--- config.mk ---
export PLATFORM = sky130hd
export DESIGN_NAME = mem_rd_ctr_a
export DESIGN_NICKNAME = d
export VERILOG_FILES = /design/src/rtl/mem_rd_ctr_a.sv
export SDC_FILE = /design/constraint.sdc
export NUM_CORES = 1
export LEC_CHECK = 0
export CAP_MARGIN = 20
export CORE_MARGIN = 5
export CORE_UTILIZATION = 55
export CTS_CLUSTER_DIAMETER = 30
export DETAILED_ROUTE_END_ITERATION = 6
export HOLD_SLACK_MARGIN = 0.03
export PLACE_DENSITY = 0.78
export SYNTH_ARGS = -nofsm -noshare
export SYNTH_HDL_FRONTEND = slang
export SYNTH_SLANG_ARGS = --single-unit
--- constraint.sdc ---
create_clock -name clk -period 3.4 [get_ports clk]
set_clock_uncertainty 0.15 [all_clocks]
set_input_delay 0.51 -clock clk [delete_from_list [all_inputs] [get_ports clk]]
set_output_delay 0.51 -clock clk [all_outputs]
set_load 0.005 [all_outputs]
--- src/rtl/mem_rd_ctr_a.sv ---
// mem_rd_ctr_a
// Read-side controller for frame buffer BRAM A. A start pulse reads one
// MAX_ROW x MAX_COL frame sequentially through BRAM port B. Each read is
// tracked through the BRAM latency and collected in a small output FIFO.
// Pixels leave on a valid/ready stream carrying frame and line markers.
// Reads are limited by credits, so backpressure never drops a pixel.
//
// Ports:
//   clk, rst_n      clock (rising edge), asynchronous active-low reset
//   start_i         1-cycle pulse, frame in BRAM A complete (honoured in IDLE)
//   enb_o, web_o    BRAM port-B enable / write enable (web_o tied 0)
//   addrb_o         BRAM port-B address (19 bits)
//   d2memb_o        BRAM port-B write data (tied 0)
//   mem2db_i        BRAM port-B read data, RD_LAT cycles after enb_o
//   pixel_o         output pixel, qualified by pixel_valid_o
//   pixel_valid_o   output FIFO non-empty
//   pixel_ready_i   downstream accepts
//   sof_o/eol_o/eof_o  first pixel of frame / last of row / last of frame
//   busy_o          frame readout in progress
//   done_o          1-cycle pulse, last pixel of the frame delivered
module mem_rd_ctr_a #(
    parameter int unsigned MAX_ROW    = 540,
    parameter int unsigned MAX_COL    = 540,
    parameter int unsigned RD_LAT     = 2,
    parameter int unsigned FIFO_DEPTH = RD_LAT + 2
) (
    input  logic        clk,
    input  logic        rst_n,
    input  logic        start_i,
    output logic        enb_o,
    output logic        web_o,
    output logic [18:0] addrb_o,
    output logic [7:0]  d2memb_o,
    input  logic [7:0]  mem2db_i,
    output logic [7:0]  pixel_o,
    output logic        pixel_valid_o,
    input  logic        pixel_ready_i,
    output logic        sof_o,
    output logic        eol_o,
    output logic        eof_o,
    output logic        busy_o,
    output logic        done_o
);

    localparam int unsigned ADDR_W = 19;
    localparam int unsigned PIX_W  = 8;
    localparam int unsigned NPIX   = MAX_ROW * MAX_COL;
    localparam int unsigned ROW_W  = (MAX_ROW > 1) ? $clog2(MAX_ROW) : 1;
    localparam int unsigned COL_W  = (MAX_COL > 1) ? $clog2(MAX_COL) : 1;
    localparam int unsigned PTR_W  = (FIFO_DEPTH > 1) ? $clog2(FIFO_DEPTH) : 1;
    localparam int unsigned CNT_W  = $clog2(FIFO_DEPTH + 1);
    localparam int unsigned INF_W  = $clog2(RD_LAT + 1);

    localparam logic [ADDR_W-1:0] LAST_ADDR = ADDR_W'(NPIX - 1);
    localparam logic [ROW_W-1:0]  LAST_ROW  = ROW_W'(MAX_ROW - 1);
    localparam logic [COL_W-1:0]  LAST_COL  = COL_W'(MAX_COL - 1);

    typedef enum logic [1:0] {
        S_IDLE  = 2'd0,
        S_READ  = 2'd1,
        S_DRAIN = 2'd2,
        S_DONE  = 2'd3
    } state_t;

    state_t              state_q, state_d;
    logic [ADDR_W-1:0]   addr_cnt_q, addr_cnt_d;
    logic [RD_LAT-1:0]   tag_q, tag_d;
    logic [INF_W-1:0]    inflight_d;
    logic [PIX_W-1:0]    fifo_mem [FIFO_DEPTH];
    logic [PTR_W-1:0]    wr_ptr_q, wr_ptr_d;
    logic [PTR_W-1:0]    rd_ptr_q, rd_ptr_d;
    logic [CNT_W-1:0]    fifo_cnt_q, fifo_cnt_d;
    logic [ROW_W-1:0]    row_q, row_d;
    logic [COL_W-1:0]    col_q, col_d;

    logic                push;
    logic                pop;
    logic                enb_d;
    logic [ADDR_W-1:0]   addrb_d;
    logic [PIX_W-1:0]    pixel_d;
    logic                valid_d;
    logic                sof_d;
    logic                eol_d;
    logic                eof_d;
    logic                busy_d;
    logic                done_d;

    assign web_o    = 1'b0;
    assign d2memb_o = '0;

    function automatic logic [PTR_W-1:0] ptr_inc(input logic [PTR_W-1:0] p);
        return (p == PTR_W'(FIFO_DEPTH - 1)) ? '0 : p + PTR_W'(1);
    endfunction

    // Next-state, issue, FIFO bookkeeping and output marker logic.
    always_comb begin
        state_d    = state_q;
        addr_cnt_d = addr_cnt_q;
        tag_d      = '0;
        inflight_d = '0;
        wr_ptr_d   = wr_ptr_q;
        rd_ptr_d   = rd_ptr_q;
        fifo_cnt_d = fifo_cnt_q;
        row_d      = row_q;
        col_d      = col_q;
        enb_d      = 1'b0;
        addrb_d    = addrb_o;
        pixel_d    = '0;
        valid_d    = 1'b0;
        sof_d      = 1'b0;
        eol_d      = 1'b0;
        eof_d      = 1'b0;
        busy_d     = 1'b0;
        done_d     = 1'b0;

        // The oldest tag marks the cycle whose mem2db_i belongs to a read.
        push = tag_q[RD_LAT-1];
        pop  = pixel_valid_o & pixel_ready_i;

        case (state_q)
            S_IDLE:  if (start_i) state_d = S_READ;
            S_READ:  if (enb_o && (addrb_o == LAST_ADDR)) state_d = S_DRAIN;
            S_DRAIN: if (pop && eof_o) state_d = S_DONE;
            S_DONE: begin
                state_d    = S_IDLE;
                addr_cnt_d = '0;
            end
            default: state_d = S_IDLE;
        endcase

        // In-flight tag shift register: bit i set means a read issued i+1 cycles ago.
        tag_d[0] = enb_o;
        for (int i = 1; i < RD_LAT; i++) begin
            tag_d[i] = tag_q[i-1];
        end
        for (int i = 0; i < RD_LAT; i++) begin
            inflight_d = inflight_d + INF_W'(tag_d[i]);
        end

        if (push) wr_ptr_d = ptr_inc(wr_ptr_q);
        if (pop)  rd_ptr_d = ptr_inc(rd_ptr_q);
        if (push && !pop) begin
            fifo_cnt_d = fifo_cnt_q + CNT_W'(1);
        end else if (!push && pop) begin
            fifo_cnt_d = fifo_cnt_q - CNT_W'(1);
        end

        // Issue for next cycle only if every outstanding read still has a FIFO slot.
        // Built from register next-values, so enb_o itself stays a flop.
        if ((state_d == S_READ) && ((32'(fifo_cnt_d) + 32'(inflight_d)) < FIFO_DEPTH)) begin
            enb_d      = 1'b1;
            addrb_d    = addr_cnt_q;
            addr_cnt_d = addr_cnt_q + ADDR_W'(1);
        end

        // Output position counters advance per accepted pixel.
        if (state_q == S_DONE) begin
            row_d = '0;
            col_d = '0;
        end else if (pop) begin
            if (col_q == LAST_COL) begin
                col_d = '0;
                row_d = (row_q == LAST_ROW) ? '0 : row_q + ROW_W'(1);
            end else begin
                col_d = col_q + COL_W'(1);
            end
        end

        // Registered head of FIFO; bypass the write when the pushed entry becomes the head.
        valid_d = (fifo_cnt_d != '0);
        if (valid_d) begin
            pixel_d = (push && (wr_ptr_q == rd_ptr_d)) ? mem2db_i : fifo_mem[rd_ptr_d];
        end
        sof_d  = valid_d && (row_d == '0) && (col_d == '0);
        eol_d  = valid_d && (col_d == LAST_COL);
        eof_d  = valid_d && (col_d == LAST_COL) && (row_d == LAST_ROW);
        busy_d = (state_d == S_READ) || (state_d == S_DRAIN);
        done_d = (state_d == S_DONE);
    end

    // State, bookkeeping and output registers.
    always_ff @(posedge clk or negedge rst_n) begin
        if (!rst_n) begin
            state_q       <= S_IDLE;
            addr_cnt_q    <= '0;
            tag_q         <= '0;
            wr_ptr_q      <= '0;
            rd_ptr_q      <= '0;
            fifo_cnt_q    <= '0;
            row_q         <= '0;
            col_q         <= '0;
            enb_o         <= 1'b0;
            addrb_o       <= '0;
            pixel_o       <= '0;
            pixel_valid_o <= 1'b0;
            sof_o         <= 1'b0;
            eol_o         <= 1'b0;
            eof_o         <= 1'b0;
            busy_o        <= 1'b0;
            done_o        <= 1'b0;
        end else begin
            state_q       <= state_d;
            addr_cnt_q    <= addr_cnt_d;
            tag_q         <= tag_d;
            wr_ptr_q      <= wr_ptr_d;
            rd_ptr_q      <= rd_ptr_d;
            fifo_cnt_q    <= fifo_cnt_d;
            row_q         <= row_d;
            col_q         <= col_d;
            enb_o         <= enb_d;
            addrb_o       <= addrb_d;
            pixel_o       <= pixel_d;
            pixel_valid_o <= valid_d;
            sof_o         <= sof_d;
            eol_o         <= eol_d;
            eof_o         <= eof_d;
            busy_o        <= busy_d;
            done_o        <= done_d;
        end
    end

    // FIFO storage; contents are only ever read behind a valid count.
    always_ff @(posedge clk) begin
        if (push) fifo_mem[wr_ptr_q] <= mem2db_i;
    end

endmodule

==> results of run 1 <==
==> power by group <==
| group | switching (uW) | total [uW] | internal (uW) | leakage (uW) |
|---|---|---|---|---|
| clock | 636 | 1690 | 1060 | 0.000266 |
| combinational | 1240 | 2260 | 1020 | 0.00132 |
| sequential | 203 | 1960 | 1760 | 0.00139 |
| total | 2080 | 5920 | 3840 | 0.00298 |
==> kinds of logic after synthesis <==
group	synth area share
compound gates	0.0955
xor+xnor	0.0246
fa+ha+maj	0.0304
buf+inv	0.0361
flops	0.573
mux	0.0187
other cells	0.000702
simple gates	0.221
==> final cells by class <==
type,count,share of cell area
Clock buffer,19,0.0642
Tap cell,133,0.0248
Timing Repair Buffer,77,0.111
Multi-Input combinational cell,365,0.317
Inverter,13,0.00726
Sequential cell,116,0.456
Clock inverter,13,0.0199
==> stage by stage <==
stage,instance area (um2),utilization
floorplan,5370,-
global placement,6110,0.634
detailed placement,6110,0.634
CTS,6670,0.692
global route,6720,0.697
finish,6720,0.697
==> Yosys cell counts (2+ instances only) <==
cell type / n / share of area
a21oi_1: 16 / 0.015
a31oi_1: 13 / 0.015
and2_1: 9 / 0.011
and3_1: 15 / 0.018
and4_1: 6 / 0.0098
buf_1: 3 / 0.0021
buf_4: 10 / 0.014
clkbuf_1: 11 / 0.0077
clkinv_1: 3 / 0.0021
dfrtp_1: 84 / 0.39
edfxtp_1: 32 / 0.18
ha_1: 13 / 0.030
inv_1: 10 / 0.0070
mux2i_1: 10 / 0.019
nand2_1: 113 / 0.079
nand3_1: 16 / 0.015
nand3b_1: 3 / 0.0042
nand4_1: 6 / 0.0070
nand4b_1: 2 / 0.0033
nor2_1: 33 / 0.023
nor3_1: 11 / 0.010
nor3b_1: 2 / 0.0028
nor4_1: 4 / 0.0047
nor4b_1: 2 / 0.0033
o211ai_1: 5 / 0.0070
o21a_1: 2 / 0.0028
o21ai_0: 18 / 0.017
o311ai_0: 7 / 0.011
o31ai_1: 9 / 0.013
o41ai_1: 2 / 0.0033
or3_1: 4 / 0.0047
or4_4: 2 / 0.0042
xnor2_1: 10 / 0.016
xor2_1: 5 / 0.0082
==> layout by cell type, fill, tap and decap left out, types with 11 or more instances in the layout <==
master,instances
o21ai_0,18
clkdlybuf4s50_1,44
and3_1,15
nand2_1,112
ha_1,13
nor2_1,33
dfrtp_1,84
nand3_1,16
clkbuf_16,16
a21oi_1,16
nor3_1,11
edfxtp_1,32
a31oi_1,13
buf_4,28
==> worst min path at each step <==
stage	start	slack, ns	cells after the start	to
floorplan	rst_n	0.06	0	addr_cnt_q[0]
global placement	tag_q[0]	0.22	0	tag_q[1]
detailed placement	tag_q[0]	0.22	0	tag_q[1]
CTS	rst_n	0.06	1	row_q[8]
global route	rst_n	0.22	2	row_q[6]
finish	rst_n	0.23	2	row_q[8]
==> what timing repair did <==
item | 4_1_cts | 5_1_grt
hold endpoints to repair | 0 | 12
setup endpoints to repair | 0 | 9
resized for setup | 0 | 2
hold buffers | 0 | 1
==> registers in the layout, indices dropped and copies added (netlist names), 3 cells and up <==
signal,flops
col_q,10
fifo_mem,32
fifo_cnt_q,3
row_q,10
addr_cnt_q,19
pixel_o,8
addrb_o,19
==> per-layer routing <==
layer,share of wire,GRT usage,up-vias
li1,-,-,1972
met1,0.43,0.283,2059
met2,0.50,0.373,122
met3,0.047,0.0716,30
met4,0.029,0.110,0
met5,0,0,-
==> worst max-delay path: stages, from the launching register on <==
cell	delay, ns
dfrtp_1	0.41
nor4_2	0.32
nand4_1	0.17
nor3_1	0.30
a21oi_1	0.14
or2_2	0.32
ha_1	0.23
or3b_2	0.26
clkinv_1	0.09
buf_4	0.17
nor2_1	0.29
o21ai_0	0.15
o31ai_1	0.08
==> results by group, run 1 <==
Critical path
  • Crit path max fanout: 6
  • Crit path capture: addr_cnt_q[12]
  • R2R depth: 12
  • Crit path launch type: register
  • R2r startpoint: addrb_o[5]
  • R2R Setup Slk: 0.23 ns
  • CP Capture Type: register
  • CP arrival: 3.45 ns
  • Crit path launch: addrb_o[5]
  • Capturing point of the worst reg2reg path: addr_cnt_q[12]
  • Setup CP Type: reg2reg
  • Worst Path Required: 3.68 ns

Drt
  • Initial DRC count: 272
  • Drt pass-1 iters: 5
  • Drt drc: 0
  • Post-route ant nets: 0
  • Via density: 5.68
  • WL final: 12400 um
  • Vias: 4183
  • WL/cell: 16.9 um

Placement
  • GPL Wtd Cong: 0.931
  • Cells after DPL: 702
  • IO buf count: 45
  • Dpl ws: -0.249 ns
  • HPWL after DPL: 8130 um

Clock network
  • CTS tree: built
  • Clock root buffer: clkbuf_8
  • H-tree depth: 4
  • Setup Fix Bufs, Post-CTS: 0
  • Longest Clk Path Bufs: 2
  • Clk slew on worst S/H paths: 0.06 ns
  • CTS buffer count: 17
  • Skew-Pair Late Insertion Delay: 0.53 ns
  • Clock Sinks: 116

Floorplan
  • Core area: 9640 um2
  • DIE WIDTH: 109 um
  • Io pins: 55
  • Initial Utilization: 0.554
  • Die Ht: 109 um
  • Rows: 36
  • Die ar.: 11800 um2

STA
  • Max-slew headroom: 0.597
  • Tmin final: 3.17 ns
  • Final Max Slew Viols: 0
  • Final setup TNS: 0 ns
  • Worst-margin pin slew: 0.603 ns
  • Final Hold Viols: 0
  • Fin crit share: 0.931
  • Final setup margin: 0.234 ns
  • Worst hold slack: 0.230 ns
  • Fmax: 316 MHz
  • RSZ-0062 raised after global routing: false
  • Final setup violation count: 0

Cells and area
  • Sequential cell area: 3060 um2
  • Filler cell count: 698
  • Footprint of the multi-input gates: 2130 um2
  • Final Non-Filler Cells: 736
  • Antenna diode count: 0
  • Area growth syn-to-layout: 25.7%
  • Nets: 615
  • Share of cells above drive strength 1: 0.118

Global route
  • Total grt overflow: 0
  • First-pass GRT wire length: 20800 um
  • Vias in the first global route: 4327
  • Initial antenna violation count: 0
  • Largest net degree at the start of global routing: 85
  • Overall routing resource usage: 0.231

Power
  • Cell Pwr Density: 881 nW/um2
  • Leak: 0.00298 uW
  • VDD IR-drop max: 502 uV
  • Total power: 5920 uW

Run status
  • Status: finished clean

Synth
  • Number of flops mapped to enable cells by yosys: 32
  • Synth Area per Inst: 10.4 um2
  • Synth Warn #: 0
  • Ys flop type: dfrtp_1
  • Mapped Area: 5340 um2
  • Yosys cell types: 55
  • Sequential-to-total area share from yosys stat: 0.573
  • Ys async rst share: 0.724
  • Post-synthesis register bit count: 116
  • Cells after Synth: 512

Job
  • Max-cap violations: 0

Worst hold path
  • Hold Crit Class: in2async
No activity file was read; power rests on OpenSTA's default activity.
==> run 2, diff against run 1 <==
--- a/config.mk
+++ b/config.mk
@@ -10,6 +10,7 @@
 export CORE_UTILIZATION = 55
 export CTS_CLUSTER_DIAMETER = 30
 export DETAILED_ROUTE_END_ITERATION = 6
+export GPL_TIMING_DRIVEN = 0
 export HOLD_SLACK_MARGIN = 0.03
 export PLACE_DENSITY = 0.78
 export SYNTH_ARGS = -nofsm -noshare
==> results by group, run 2 (synthesis results as in run 1) <==
STA
  • Final setup violation count: 0 (unchanged)
  • Max-slew headroom: 0.319 (-0.278)
  • Tmin final: 3.21 ns (+0.0423 ns)
  • Fmax: 312 MHz (-1.3%)
  • Final setup TNS: 0 ns (unchanged)
  • Final Max Slew Viols: 0 (unchanged)
  • Final Hold Viols: 0 (unchanged)
  • Worst-margin pin slew: 1.02 ns (+0.419 ns)
  • RSZ-0062 raised after global routing: false
  • Fin crit share: 0.944 (+0.0124)

Critical path
  • R2r startpoint: col_q[5]
  • CP arrival: 3.49 ns (+0.04 ns)
  • Worst Path Required: 3.68 ns (about the same)
  • Capturing point of the worst reg2reg path: sof_o
  • R2R depth: 9 (-3)
  • Crit path max fanout: 10 (+4)
  • Setup CP Type: reg2reg
  • R2R Setup Slk: 0.19 ns (-0.04 ns)
  • CP Capture Type: register
  • Crit path launch type: register

Global route
  • Overall routing resource usage: 0.221 (-0.00997)
  • Vias in the first global route: 4158 (-3.9%)
  • Total grt overflow: 0 (unchanged)
  • First-pass GRT wire length: 20000 um (-3.6%)
  • Initial antenna violation count: 0 (unchanged)
  • Largest net degree at the start of global routing: 60 (-29%)

Power
  • Logic gate share of total power: 0.352 (-0.030)
  • Total power: 5710 uW (-3.6%)
  • Net Sw Frac: 0.373 (+0.0213)
  • VDD IR-drop max: 712 uV (+42%)
  • Clock share of power: 0.307 (+0.021)
  • Leak: 0.00295 uW (-0.86%)
  • Pint: 3580 uW (-6.7%)
  • Sequential share of power: 0.341 (+0.009)
  • Switching power: 2130 uW (+2.3%)
  • Cell Pwr Density: 856 nW/um2 (-2.8%)

Clock network
  • Longest Clk Path Bufs: 2 (unchanged)
  • H-tree depth: 4 (unchanged)
  • Clk slew on worst S/H paths: 0.06 ns (about the same)
  • CTS buffer count: 17 (unchanged)
  • Clock Sinks: 116 (unchanged)
  • Clock root buffer: clkbuf_8
  • Skew-Pair Late Insertion Delay: 0.52 ns (about the same)
  • CTS tree: built

Cells and area
  • Commonest non-fill, non-tap cell in the layout: nand2_1
  • Footprint of the multi-input gates: 2160 um2 (+1.6%)
  • Biggest regs: fifo_mem x32, addr_cnt_q x19, addrb_o x19
  • Biggest register: fifo_mem
  • Area growth syn-to-layout: 24.7%
  • Most frequent cells in the layout: nand2_1 (110), dfrtp_1 (83), clkdlybuf4s50_1 (43), edfxtp_1 (32), nor2_1 (31)
  • Antenna diode count: 0 (unchanged)
  • Filler cell count: 715 (+2.4%)
  • Share of cells above drive strength 1: 0.117 (-0.000883)
  • Max reg flops: 32 (unchanged)
  • Sequential cell area: 3060 um2 (about the same)
  • Nets: 611 (-0.65%)

Drt
  • Initial DRC count: 262 (-3.7%)
  • Drt drc: 0 (unchanged)
  • Vias: 4217 (+0.81%)
  • Post-route ant nets: 0 (unchanged)
  • Via density: 5.76 (+1.4%)
  • WL/cell: 16.5 um (-2.2%)
  • WL final: 12100 um (-2.8%)
  • Drt pass-1 iters: 5 (unchanged)

Placement
  • GPL Wtd Cong: 0.877 (-5.8%)
  • HPWL after DPL: 7950 um (-2.2%)
  • IO buf count: 45 (unchanged)

Floorplan
  • Core area: 9640 um2 (unchanged)
  • Die ar.: 11800 um2 (unchanged)
  • Initial Utilization: 0.554 (unchanged)
  • Io pins: 55 (unchanged)
  • DIE WIDTH: 109 um (unchanged)
  • Rows: 36 (unchanged)
  • Die Ht: 109 um (unchanged)

Job
  • Max-cap violations: 0 (unchanged)

Worst hold path
  • Worst hold endpoint: tag_q[1]
  • Hold wc startpoint: tag_q[0]
  • Hold Crit Class: reg2reg
  • WHS Path Cells: 0

Run status
  • Status: finished clean
-- run 2: cell type report --
class	instances	area share
clock inverters	15	0.0255
plain buffers	26	0.0225
multi-input cells	365	0.324
repair buffers	47	0.0732
well taps	133	0.0250
clock buffers	17	0.0621
flip-flops and latches	116	0.460
inverters	13	0.00732
-- run 2: power groups by stage --
stage,Sequential [uW],Clock [uW],Combinational (uW)
2_1_floorplan,1920,0,1280
3_3_place_gp,1950,0,1860
3_5_place_dp,1960,0,1930
4_1_cts,1940,1770,1990
5_1_grt,1980,1830,2240
6_report,1950,1750,2010
-- run 2: worst max path at each step --
stage | cells past startpoint | slack [ns] | end | startpoint
final | 9 | 0.19 | sof_o | col_q[5]
after global routing | 9 | 0.008 | pixel_o[6] | pixel_valid_o
after CTS | 13 | 0.02 | addr_cnt_q[16] | pixel_ready_i
after detailed placement | 14 | -0.72 | addr_cnt_q[16] | pixel_ready_i
after global placement | 1 | -1.37 | pixel_o[4] | rst_n
after floorplan | 11 | 0.41 | addr_cnt_q[16] | pixel_ready_i
-- run 2: routing by layer --
layer | GRT usage | up-vias | wire length (um)
met5 | 0 | - | 0
met4 | 0.0784 | 0 | 251
met3 | 0.0555 | 18 | 592
met2 | 0.358 | 122 | 6030
met1 | 0.291 | 2112 | 5230
li1 | - | 1965 | -
-- run 2: critical path, stage by stage (launching register included) --
cell and delay (ns):
dfrtp_1 0.37, buf_6 0.13, or4_4 0.54, or3_1 0.39, buf_4 0.19, nand2_4 0.13, nor2_1 0.09, nor4_2 0.35
or4bb_1 0.53, nor4b_2 0.25
-- run 2: timing repair --
| item | in CTS | in global routing |
|---|---|---|
| setup buffers | 0 | 0 |
| endpoints found under the hold margin | 25 | 0 |
| gates resized for setup | 7 | 15 |
| hold buffers | 1 | 0 |
| setup endpoints to repair | 23 | 42 |
-- run 2: metrics by stage --
| step | hold slack [ns] | std cells | util | area (um2) | worst slack [ns] |
|---|---|---|---|---|---|
| floorplan | 0.0644 | 520 | - | 5370 | 0.407 |
| global placement | 0.207 | 698 | 0.621 | 5990 | -1.37 |
| detailed placement | 0.224 | 699 | 0.624 | 6020 | -0.719 |
| CTS | 0.234 | 732 | 0.687 | 6620 | 0.0226 |
| global route | 0.247 | 732 | 0.691 | 6660 | 0.00829 |
| finish | 0.234 | 732 | 0.691 | 6660 | 0.192 |
==> run 3, diff against run 2 <==
--- a/config.mk
+++ b/config.mk
@@ -6,13 +6,14 @@
 export NUM_CORES = 1
 export LEC_CHECK = 0
 export CAP_MARGIN = 20
-export CORE_MARGIN = 5
+export CORE_MARGIN = 2
 export CORE_UTILIZATION = 55
 export CTS_CLUSTER_DIAMETER = 30
 export DETAILED_ROUTE_END_ITERATION = 6
 export GPL_TIMING_DRIVEN = 0
 export HOLD_SLACK_MARGIN = 0.03
 export PLACE_DENSITY = 0.78
+export RECOVER_POWER = 50
 export SYNTH_ARGS = -nofsm -noshare
 export SYNTH_HDL_FRONTEND = slang
 export SYNTH_SLANG_ARGS = --single-unit
==> constraint.sdc (replaced) <==
create_clock -name clk -period 3.4 [get_ports clk]
set_clock_uncertainty 0.15 [all_clocks]
set_input_delay 0.51 -clock clk [delete_from_list [all_inputs] [get_ports clk]]
set_output_delay 0.51 -clock clk [all_outputs]
set_load 0.05 [all_outputs]
==> results by group, run 3 (synthesis results as in run 1) <==
Cells and area
  • Final Non-Filler Cells: 728 (-0.55%)
  • Filler cell count: 684 (-4.3%)
  • Area growth syn-to-layout: 25.2%
  • Max reg flops: 32 (unchanged)
  • Biggest regs: fifo_mem x32, addr_cnt_q x19, addrb_o x19
  • Final instance area: 6690 um2 (+0.38%)
  • Commonest non-fill, non-tap cell in the layout: nand2_1
  • Biggest register: fifo_mem
  • Nets: 611 (unchanged)
  • Antenna diode count: 0 (unchanged)
  • Most frequent cells in the layout: nand2_1 (111), dfrtp_1 (83), clkdlybuf4s50_1 (35), edfxtp_1 (32), nor2_1 (31)
  • Share of cells above drive strength 1: 0.110 (-0.00668)

Clock network
  • Clock root buffer: clkbuf_8
  • CTS buffer count: 17 (unchanged)
  • Skew-Pair Late Insertion Delay: 0.52 ns (about the same)
  • Clk slew on worst S/H paths: 0.06 ns (about the same)
  • H-tree depth: 4 (unchanged)
  • CTS tree: built
  • Setup Fix Bufs, Post-CTS: 0 (unchanged)
  • Clock Sinks: 116 (unchanged)
  • Longest Clk Path Bufs: 2 (unchanged)

STA
  • Max-slew headroom: 0.374 (+0.0552)
  • Fin crit share: 0.956 (+0.0123)
  • Final Max Slew Viols: 0 (unchanged)
  • Tmin final: 3.25 ns (+0.0420 ns)
  • Worst-margin pin slew: 0.939 ns (-0.0828 ns)
  • Final Hold Viols: 0 (unchanged)
  • Final setup margin: 0.150 ns (-0.0420 ns)
  • Worst hold slack: 0.236 ns (+0.00221 ns)
  • Final setup violation count: 0 (unchanged)
  • Fmax: 308 MHz (-1.3%)

Job
  • Max-cap violations: 0 (unchanged)

Placement
  • Dpl ws: -0.751 ns (-0.0321 ns)
  • Cells after DPL: 695 (-0.57%)
  • Post-DP Area: 6010 um2 (about the same)
  • GPL Wtd Cong: 0.824 (-6.1%)
  • IO buf count: 45 (unchanged)
  • HPWL after DPL: 7930 um (-0.18%)

Drt
  • Drt drc: 0 (unchanged)
  • WL/cell: 16.7 um (+0.74%)
  • Via density: 5.71 (-0.81%)
  • Post-route ant nets: 0 (unchanged)
  • Vias: 4160 (-1.4%)
  • Initial DRC count: 284 (+8.4%)
  • WL final: 12100 um (+0.19%)
  • Drt pass-1 iters: 6 (+1)

Floorplan
  • Io pins: 55 (unchanged)
  • Initial Utilization: 0.573 (+0.0185)
  • Rows: 35 (-2.8%)
  • Core area: 9330 um2 (-3.2%)
  • DIE WIDTH: 103 um (-5.5%)
  • Die ar.: 10500 um2 (-11%)
  • Die Ht: 103 um (-5.5%)

Power
  • Net Sw Frac: 0.394 (+0.0209)
  • Logic gate share of total power: 0.381 (+0.029)
  • Sequential share of power: 0.319 (-0.022)
  • Total power: 6120 uW (+7.2%)
  • Pint: 3710 uW (+3.6%)
  • Clock share of power: 0.300 (-0.007)
  • Leak: 0.00297 uW (+0.54%)
  • VDD IR-drop max: 691 uV (-3.0%)
  • Cell Pwr Density: 915 nW/um2 (+6.8%)
  • Switching power: 2410 uW (+13%)

Global route
  • Overall routing resource usage: 0.256 (+0.0352)
  • Initial antenna violation count: 0 (unchanged)
  • First-pass GRT wire length: 20400 um (+1.9%)
  • GR peak layer: met2
  • Total grt overflow: 0 (unchanged)
  • Vias in the first global route: 4171 (+0.31%)
  • Met1 Resource Use GR: 0.321 (+0.0307)
  • Met3 GRT Util: 0.0597 (+0.00414)
  • Largest net degree at the start of global routing: 70 (+17%)
  • Global Route met2 Usage: 0.435 (+0.0766)

Critical path
  • Crit path launch type: register
  • CP Capture Type: register
  • CP arrival: 3.53 ns (+0.04 ns)
  • Worst Path Required: 3.68 ns (about the same)
  • Crit path max fanout: 10 (unchanged)
  • Setup CP Type: reg2reg

Run status
  • Status: finished clean

Worst hold path
  • Hold Crit Class: reg2reg
run 3: changes by cell type in the layout (fill, tap and decap cells not counted), sizes merged:
| cell | change |
|---|---|
| dlygate4sd3 | +8 |
| buf | -2 |
| inv | -3 |
| clkdlybuf4s50 | -8 |
| clkbuf | +6 |
| clkinv | -1 |
run 3: power groups by stage:
stage	clock network (uW)	registers [uW]	logic [uW]
finish	1830	1950	2330
global route	1940	1980	2570
floorplan	0	2220	1300
global placement	0	1950	2180
CTS	1850	1940	2300
detailed placement	0	1960	2250
run 3: path summary, 6_finish.rpt:
| check | from | end | slack, ns | cells after the start |
|---|---|---|---|---|
| max | col_q[5] | sof_o | 0.15 | 9 |
| min | tag_q[0] | tag_q[1] | 0.24 | 0 |
| max reg2reg | col_q[5] | sof_o | 0.15 | 9 |
| min reg2reg | tag_q[0] | tag_q[1] | 0.24 | 0 |
| max in group asynchronous | rst_n | pixel_valid_o | 1.76 | 3 |
| min in group asynchronous | rst_n | col_q[9] | 0.50 | 2 |
run 3: cell type report:
class	instances	area (um2)	share of cell area
multi-input cells	365	2150	0.321
well taps	129	161	0.0241
inverters	13	48.8	0.00730
flip-flops and latches	116	3060	0.458
plain buffers	26	154	0.0230
clock inverters	11	138	0.0206
clock buffers	21	492	0.0735
repair buffers	47	484	0.0724
run 3: metrics by stage:
stage | util | TNS, ns
after floorplan | - | 0
after global placement | 0.642 | -127.98
after detailed placement | 0.644 | -25.36
after CTS | 0.714 | 0
after global routing | 0.717 | -0.0235
final | 0.717 | 0
run 3: what timing repair did:
| action | 4_1_cts | 5_1_grt |
|---|---|---|
| endpoints found under the hold margin | 15 | 0 |
| endpoints found under the setup margin | 23 | 46 |
| hold buffers | 1 | 0 |
| resized for setup | 6 | 14 |
run 3: routing by layer:
layer  routed length [um]  vias up
li1                     -     1964
met1                 5050     2031
met2                 6260      142
met3                  609       23
met4                  209        0
met5                    0        -
run 3: critical path, stage by stage, from the launching register on:
cell and delay [ns]:
dfrtp_1 0.37, buf_6 0.14, or4_4 0.55, or3_1 0.38, buf_4 0.18, nand2_4 0.13
nor2_1 0.08, nor4_1 0.38, or4bb_1 0.54, nor4b_2 0.26
